## src/rtl/stream_decimating_averager.sv

```systemverilog
// Multichannel stream decimator: averages groups of 2^LOG2_RATIO signed samples
// per channel and emits one registered result per completed group.
module stream_decimating_averager #(
   parameter int DATA_WIDTH = 16,
   parameter int N_CHANNELS = 2,
   parameter int LOG2_RATIO = 2,
   parameter int DEST_WIDTH = (N_CHANNELS > 1) ? $clog2(N_CHANNELS) : 1
) (
   input  logic                  clock,
   input  logic                  reset,
   input  logic                  clear,
   input  logic [DATA_WIDTH-1:0] in_data,
   input  logic [DEST_WIDTH-1:0] in_dest,
   input  logic                  in_valid,
   output logic                  in_ready,
   output logic [DATA_WIDTH-1:0] out_data,
   output logic [DEST_WIDTH-1:0] out_dest,
   output logic                  out_valid,
   input  logic                  out_ready,
   output logic                  dropped
);

   localparam int ACC_W = DATA_WIDTH + LOG2_RATIO;
   localparam int CNT_W = (LOG2_RATIO > 0) ? LOG2_RATIO : 1;
   localparam logic [CNT_W-1:0] CNT_LAST = CNT_W'((1 << LOG2_RATIO) - 1);

   logic signed [ACC_W-1:0] acc_q [N_CHANNELS];
   logic signed [ACC_W-1:0] acc_d [N_CHANNELS];
   logic [CNT_W-1:0]        cnt_q [N_CHANNELS];
   logic [CNT_W-1:0]        cnt_d [N_CHANNELS];

   logic                  out_valid_q, out_valid_d;
   logic [DATA_WIDTH-1:0] out_data_q, out_data_d;
   logic [DEST_WIDTH-1:0] out_dest_q, out_dest_d;
   logic                  dropped_q, dropped_d;
   logic                  ready_en_q;

   logic [31:0]             dest_ext_s;
   logic                    in_range_s;
   logic                    accept_s;
   logic                    last_s;
   logic                    complete_s;
   logic signed [ACC_W-1:0] sel_acc_s;
   logic [CNT_W-1:0]        sel_cnt_s;
   logic signed [ACC_W-1:0] sext_s;
   logic signed [ACC_W-1:0] sum_s;
   logic [DATA_WIDTH-1:0]   avg_s;

   // ready_en_q keeps in_ready low until the first edge after reset release
   assign in_ready  = ready_en_q && (!out_valid_q || out_ready);
   assign out_valid = out_valid_q;
   assign out_data  = out_data_q;
   assign out_dest  = out_dest_q;
   assign dropped   = dropped_q;

   // Select the addressed channel and form the running sum and group average
   always_comb begin
      dest_ext_s = 32'(in_dest);
      in_range_s = dest_ext_s < 32'(N_CHANNELS);
      accept_s   = in_valid && in_ready;
      sel_acc_s  = '0;
      sel_cnt_s  = '0;
      for (int c = 0; c < N_CHANNELS; c++) begin
         sel_acc_s = (dest_ext_s == 32'(c)) ? acc_q[c] : sel_acc_s;
         sel_cnt_s = (dest_ext_s == 32'(c)) ? cnt_q[c] : sel_cnt_s;
      end
      sext_s     = ACC_W'($signed(in_data));
      sum_s      = sel_acc_s + sext_s;
      avg_s      = DATA_WIDTH'(sum_s >>> LOG2_RATIO);
      last_s     = (sel_cnt_s == CNT_LAST);
      complete_s = accept_s && in_range_s && !clear && last_s;
   end

   // Per-channel accumulator and counter next state
   always_comb begin
      for (int c = 0; c < N_CHANNELS; c++) begin
         acc_d[c] = acc_q[c];
         cnt_d[c] = cnt_q[c];
         if (clear) begin
            acc_d[c] = '0;
            cnt_d[c] = '0;
         end else if (accept_s && in_range_s && (dest_ext_s == 32'(c))) begin
            if (last_s) begin
               acc_d[c] = '0;
               cnt_d[c] = '0;
            end else begin
               acc_d[c] = sum_s;
               cnt_d[c] = cnt_q[c] + CNT_W'(1);
            end
         end else begin
            acc_d[c] = acc_q[c];
            cnt_d[c] = cnt_q[c];
         end
      end
   end

   // Output register: a completion refills it even while it is being drained
   always_comb begin
      out_valid_d = out_valid_q;
      out_data_d  = out_data_q;
      out_dest_d  = out_dest_q;
      if (complete_s) begin
         out_valid_d = 1'b1;
         out_data_d  = avg_s;
         out_dest_d  = in_dest;
      end else if (out_ready) begin
         out_valid_d = 1'b0;
      end else begin
         out_valid_d = out_valid_q;
      end
      dropped_d = accept_s && !in_range_s && !clear;
   end

   // State registers
   always_ff @(posedge clock or negedge reset) begin
      if (!reset) begin
         for (int c = 0; c < N_CHANNELS; c++) begin
            acc_q[c] <= '0;
            cnt_q[c] <= '0;
         end
         out_valid_q <= 1'b0;
         out_data_q  <= '0;
         out_dest_q  <= '0;
         dropped_q   <= 1'b0;
         ready_en_q  <= 1'b0;
      end else begin
         for (int c = 0; c < N_CHANNELS; c++) begin
            acc_q[c] <= acc_d[c];
            cnt_q[c] <= cnt_d[c];
         end
         out_valid_q <= out_valid_d;
         out_data_q  <= out_data_d;
         out_dest_q  <= out_dest_d;
         dropped_q   <= dropped_d;
         ready_en_q  <= 1'b1;
      end
   end

endmodule

```

## config.mk

```make
export PLATFORM = sky130hd
export DESIGN_NAME = stream_decimating_averager
export DESIGN_NICKNAME = d
export VERILOG_FILES = /design/src/rtl/stream_decimating_averager.sv
export SDC_FILE = /design/constraint.sdc
export NUM_CORES = 1
export LEC_CHECK = 0
export CORE_MARGIN = 2
export CORE_UTILIZATION = 50
export DETAILED_ROUTE_END_ITERATION = 12
export GPL_ROUTABILITY_DRIVEN = 0
export PLACE_DENSITY_LB_ADDON = 0.3
export SYNTH_ARGS = -nofsm -noshare
export SYNTH_HDL_FRONTEND = slang
export SYNTH_SLANG_ARGS = --single-unit
```

## constraint.sdc

```tcl
create_clock -name clock -period 2.5 [get_ports clock]
set_input_delay 0.5 -clock clock [delete_from_list [all_inputs] [get_ports clock]]
set_output_delay 0.5 -clock clock [all_outputs]
set_load 0.01 [all_outputs]
```

==> results.sh <==
export IMPL_status="finished, final reports clean"
export IMPL_ys_top_cells_by_area="dfrtp_1 45%, mux2_2 10%, ha_1 6.5%, a22o_1 5.7%, nand2_1 4.0%"
export IMPL_crit_type="primary input to flip-flop"
export IMPL_synth_common_cells="59 x dfrtp_1, 35 x nand2_1, 30 x mux2_2"
export IMPL_yosysUniqueCellTypes=41
export IMPL_first_iter_violations=181
export IMPL_cts_buffers=9
export IMPL_synth_compound_area_share_pct=18.31
export IMPL_cp_top_family="multiplexers"
export IMPL_detail_route_wl_per_cell_um=17.68
export IMPL_crit_path_top_delay_cell="mux2_4"
export IMPL_yosys_area_share_simple_pct=10.12
export IMPL_synthAdderAreaFrac_pct=7.154
export IMPL_final_hold_viol_count=0
export IMPL_grt_ovfl_total=0
export IMPL_synth_seq_cells=59
export IMPL_cp_arrival_ps=2690
export IMPL_portBuffers=40
export IMPL_grt_first_pass_wirelength_mm=13.94
export IMPL_cellLeakagePower_nw=2.140
export IMPL_antenna_found_initial=0
export IMPL_period_minus_slack_ps=2459
export IMPL_max_freq_mhz=406.6
export IMPL_grt_usage_pct=24.98
export IMPL_io_pins=42
export IMPL_diodes=0
export IMPL_grt_max_degree=32
export IMPL_finalSetupViolations=0
export IMPL_end_kind="flip-flop"
export IMPL_die_area_um2=7167
export IMPL_async_flop_share_pct=100.0
export IMPL_drive_above_1_share_pct=35.21
export IMPL_ir_worst_vdd_v=0.0005991
export IMPL_synth_area_um2=3253
export IMPL_yosysTopAreaCell="dfrtp_1"
export IMPL_die_y_um=84.66
export IMPL_synth_nets=354
export IMPL_num_vias=2810
export IMPL_row_count=29
export IMPL_grt_setup_unrepaired="true"
export IMPL_vias_per_cell=5.782
export IMPL_path_clk_slew_ps=70
export IMPL_max_slew_worst_pin_slew_ps=720.8
export IMPL_finClkSkew_ps=7.176
export IMPL_clockBufferDepth=2
export IMPL_path_buf_inv=3
export IMPL_postSynthAreaPerCell_um2=10.36
export IMPL_cp_cell_sequence="buf_8 -> buf_12 -> buf_12 -> mux2_4 -> ha_4 -> nand4_1 -> nor3_2 -> a311oi_1 -> o21ai_1 -> xor2_2 -> mux2_4"
export IMPL_clk_latency_ps=340
export IMPL_dp_hpwl_mm=5.718
export IMPL_htree_levels=3
export IMPL_drv_cap=0
export IMPL_grt_pass1_vias=2855
export IMPL_synth_enable_flop_cells=0
export IMPL_start_kind="primary input"
export IMPL_syn_inst=314
export IMPL_power_w=0.004910
export IMPL_core_um2=6314
export IMPL_remaining_drc_errors=0
export IMPL_synth_xor_xnor_area_share_pct=5.077
export IMPL_slowest_delay_ps=310
export IMPL_synth_most_common_cell="dfrtp_1"
export IMPL_drtPass1Iterations=4
export IMPL_wirelength_mm=8.591
export IMPL_drtAntennaViolNets=0
export IMPL_worstPathRequired_ps=2730
export IMPL_start_util_pct=51.53
export IMPL_ys_flop_type="dfrtp_1"
export IMPL_power_density_nw_per_um2=1030
export IMPL_synth_top_family_by_area="compound AO/OA/AOI/OAI gates"
export IMPL_fp_dieW_um=84.66
export IMPL_crit_fanout=8
export IMPL_finalCritPeriodShare_pct=98.37
export IMPL_synth_seq_area_share_pct=45.38
export IMPL_synth_mux_area_share_pct=11.00
export IMPL_clockRootBuffer="clkbuf_8"
export IMPL_numClockSinks=59
export IMPL_nets=444
export IMPL_area_growth_pct=46.46
export IMPL_worst_hold_path_type="primary input to async pin"
export IMPL_cts_tree="built"
export IMPL_slew_headroom_pct=51.95
export IMPL_maxSlewViolCount=0
export IMPL_postLayoutCoreUtil_pct=75.47
export IMPL_yosys_warnings=0
export IMPL_yosys_area_top_type_share_pct=45.38
-- final cells by class --
cell class                 instances  area (um2)
multi-input combinational        233        2071
inverter                           9       33.78
sequential                        59        1476
fill                             401        1549
clock buffer                      12       155.1
timing repair buffer              92       859.6
clock inverter                     4       72.57
tap                               77       96.34
-- through the flow --
stage          area [um2]  cells  hold WS [ps]  TNS [ps]  setup slack [ps]
3_5_place_dp         4213    462         462.2    -26210            -769.0
6_report             4765    486         206.2         0             40.86
3_3_place_gp         4213    462         456.8    -24420            -725.2
4_1_cts              4647    485         225.8         0            0.8504
2_1_floorplan        3435    314         204.4    -74.05            -63.76
5_1_grt              4765    486         289.9    -111.6            -59.44
-- path summary, 6_finish.rpt --
check | end | slack [ps] | startpoint | cells after the start
setup reg to reg | out_data[9] | 130 | acc_q[4] | 8
min in group clock | acc_q[2] | 480 | acc_q[2] | 2
hold / removal | out_data[12] | 210 | reset | 1
setup / recovery | out_data[13] | 40 | in_dest | 11
hold reg to reg | acc_q[2] | 480 | acc_q[2] | 2
max in group asynchronous | out_data[1] | 1700 | reset | 2
-- sequential cells by signal (all words and copies together) (netlist names) --
name        cells
out_valid       1
out_dest        1
acc_q          36
out_data       16
ready_en_q      1
cnt_q           4
-- kinds of logic (layout without fill, tap and decap cells) --
family          after synthesis  count (layout)
other cells                   2               2
mux                          32              32
flops                        59              59
xor+xnor                     18              18
fa+ha+maj                    18              18
simple gates                 76              76
buf+inv                      22             117
compound gates               87              87
-- cell usage in the layout (no fill, tap or decap), types with 4 or more instances in the layout --
| cell type | instances |
|---|---|
| o21ai_0 | 18 |
| xor2_1 | 9 |
| xnor2_1 | 6 |
| a21oi_2 | 5 |
| dfrtp_1 | 59 |
| clkdlybuf4s50_1 | 37 |
| ha_4 | 12 |
| nand3_1 | 6 |
| o31ai_1 | 4 |
| inv_1 | 8 |
| mux2_2 | 24 |
| nand2_1 | 31 |
| mux2_4 | 6 |
| buf_4 | 46 |
| nor2_1 | 18 |
| a21oi_1 | 11 |
| a22o_1 | 21 |
| o21ai_1 | 6 |
| ha_1 | 5 |
| clkbuf_8 | 11 |
-- worst register-to-register path, delay by kind of cell (launching register included) --
| family | cells | cell delay (ps) |
|---|---|---|
| xor gates and xnor gates | 1 | 170 |
| adders and majority gates | 1 | 290 |
| AOI/OAI and AO/OA | 2 | 380 |
| DFF | 1 | 380 |
| and+or+nand+nor | 2 | 480 |
| muxes | 2 | 550 |
-- power breakdown --
group | switching (W) | internal, W
Clock | 0.000382 | 0.000614
Sequential | 0.000147 | 0.00120
Combinational | 0.00130 | 0.00127
-- metal layers --
metal,part of all wire (%),GRT usage (%),wire (um),up-vias
li1,-,-,-,1318
met1,42,31.39,3645,1381
met2,49,41.02,4209,90
met3,5.4,5.211,461,21
met4,3.2,12.27,275,0
met5,0,0,0,-
-- what timing repair did --
| item | in CTS | in global routing |
|---|---|---|
| endpoints found under the setup margin | 41 | 22 |
| gates resized for setup | 26 | 25 |
| hold buffers | 0 | 0 |
| pin swaps | 16 | 18 |
| setup buffers | 6 | 2 |
| endpoints found under the hold margin | 0 | 0 |
| cloned | 1 | 0 |
(Power assumes the default switching activity.)
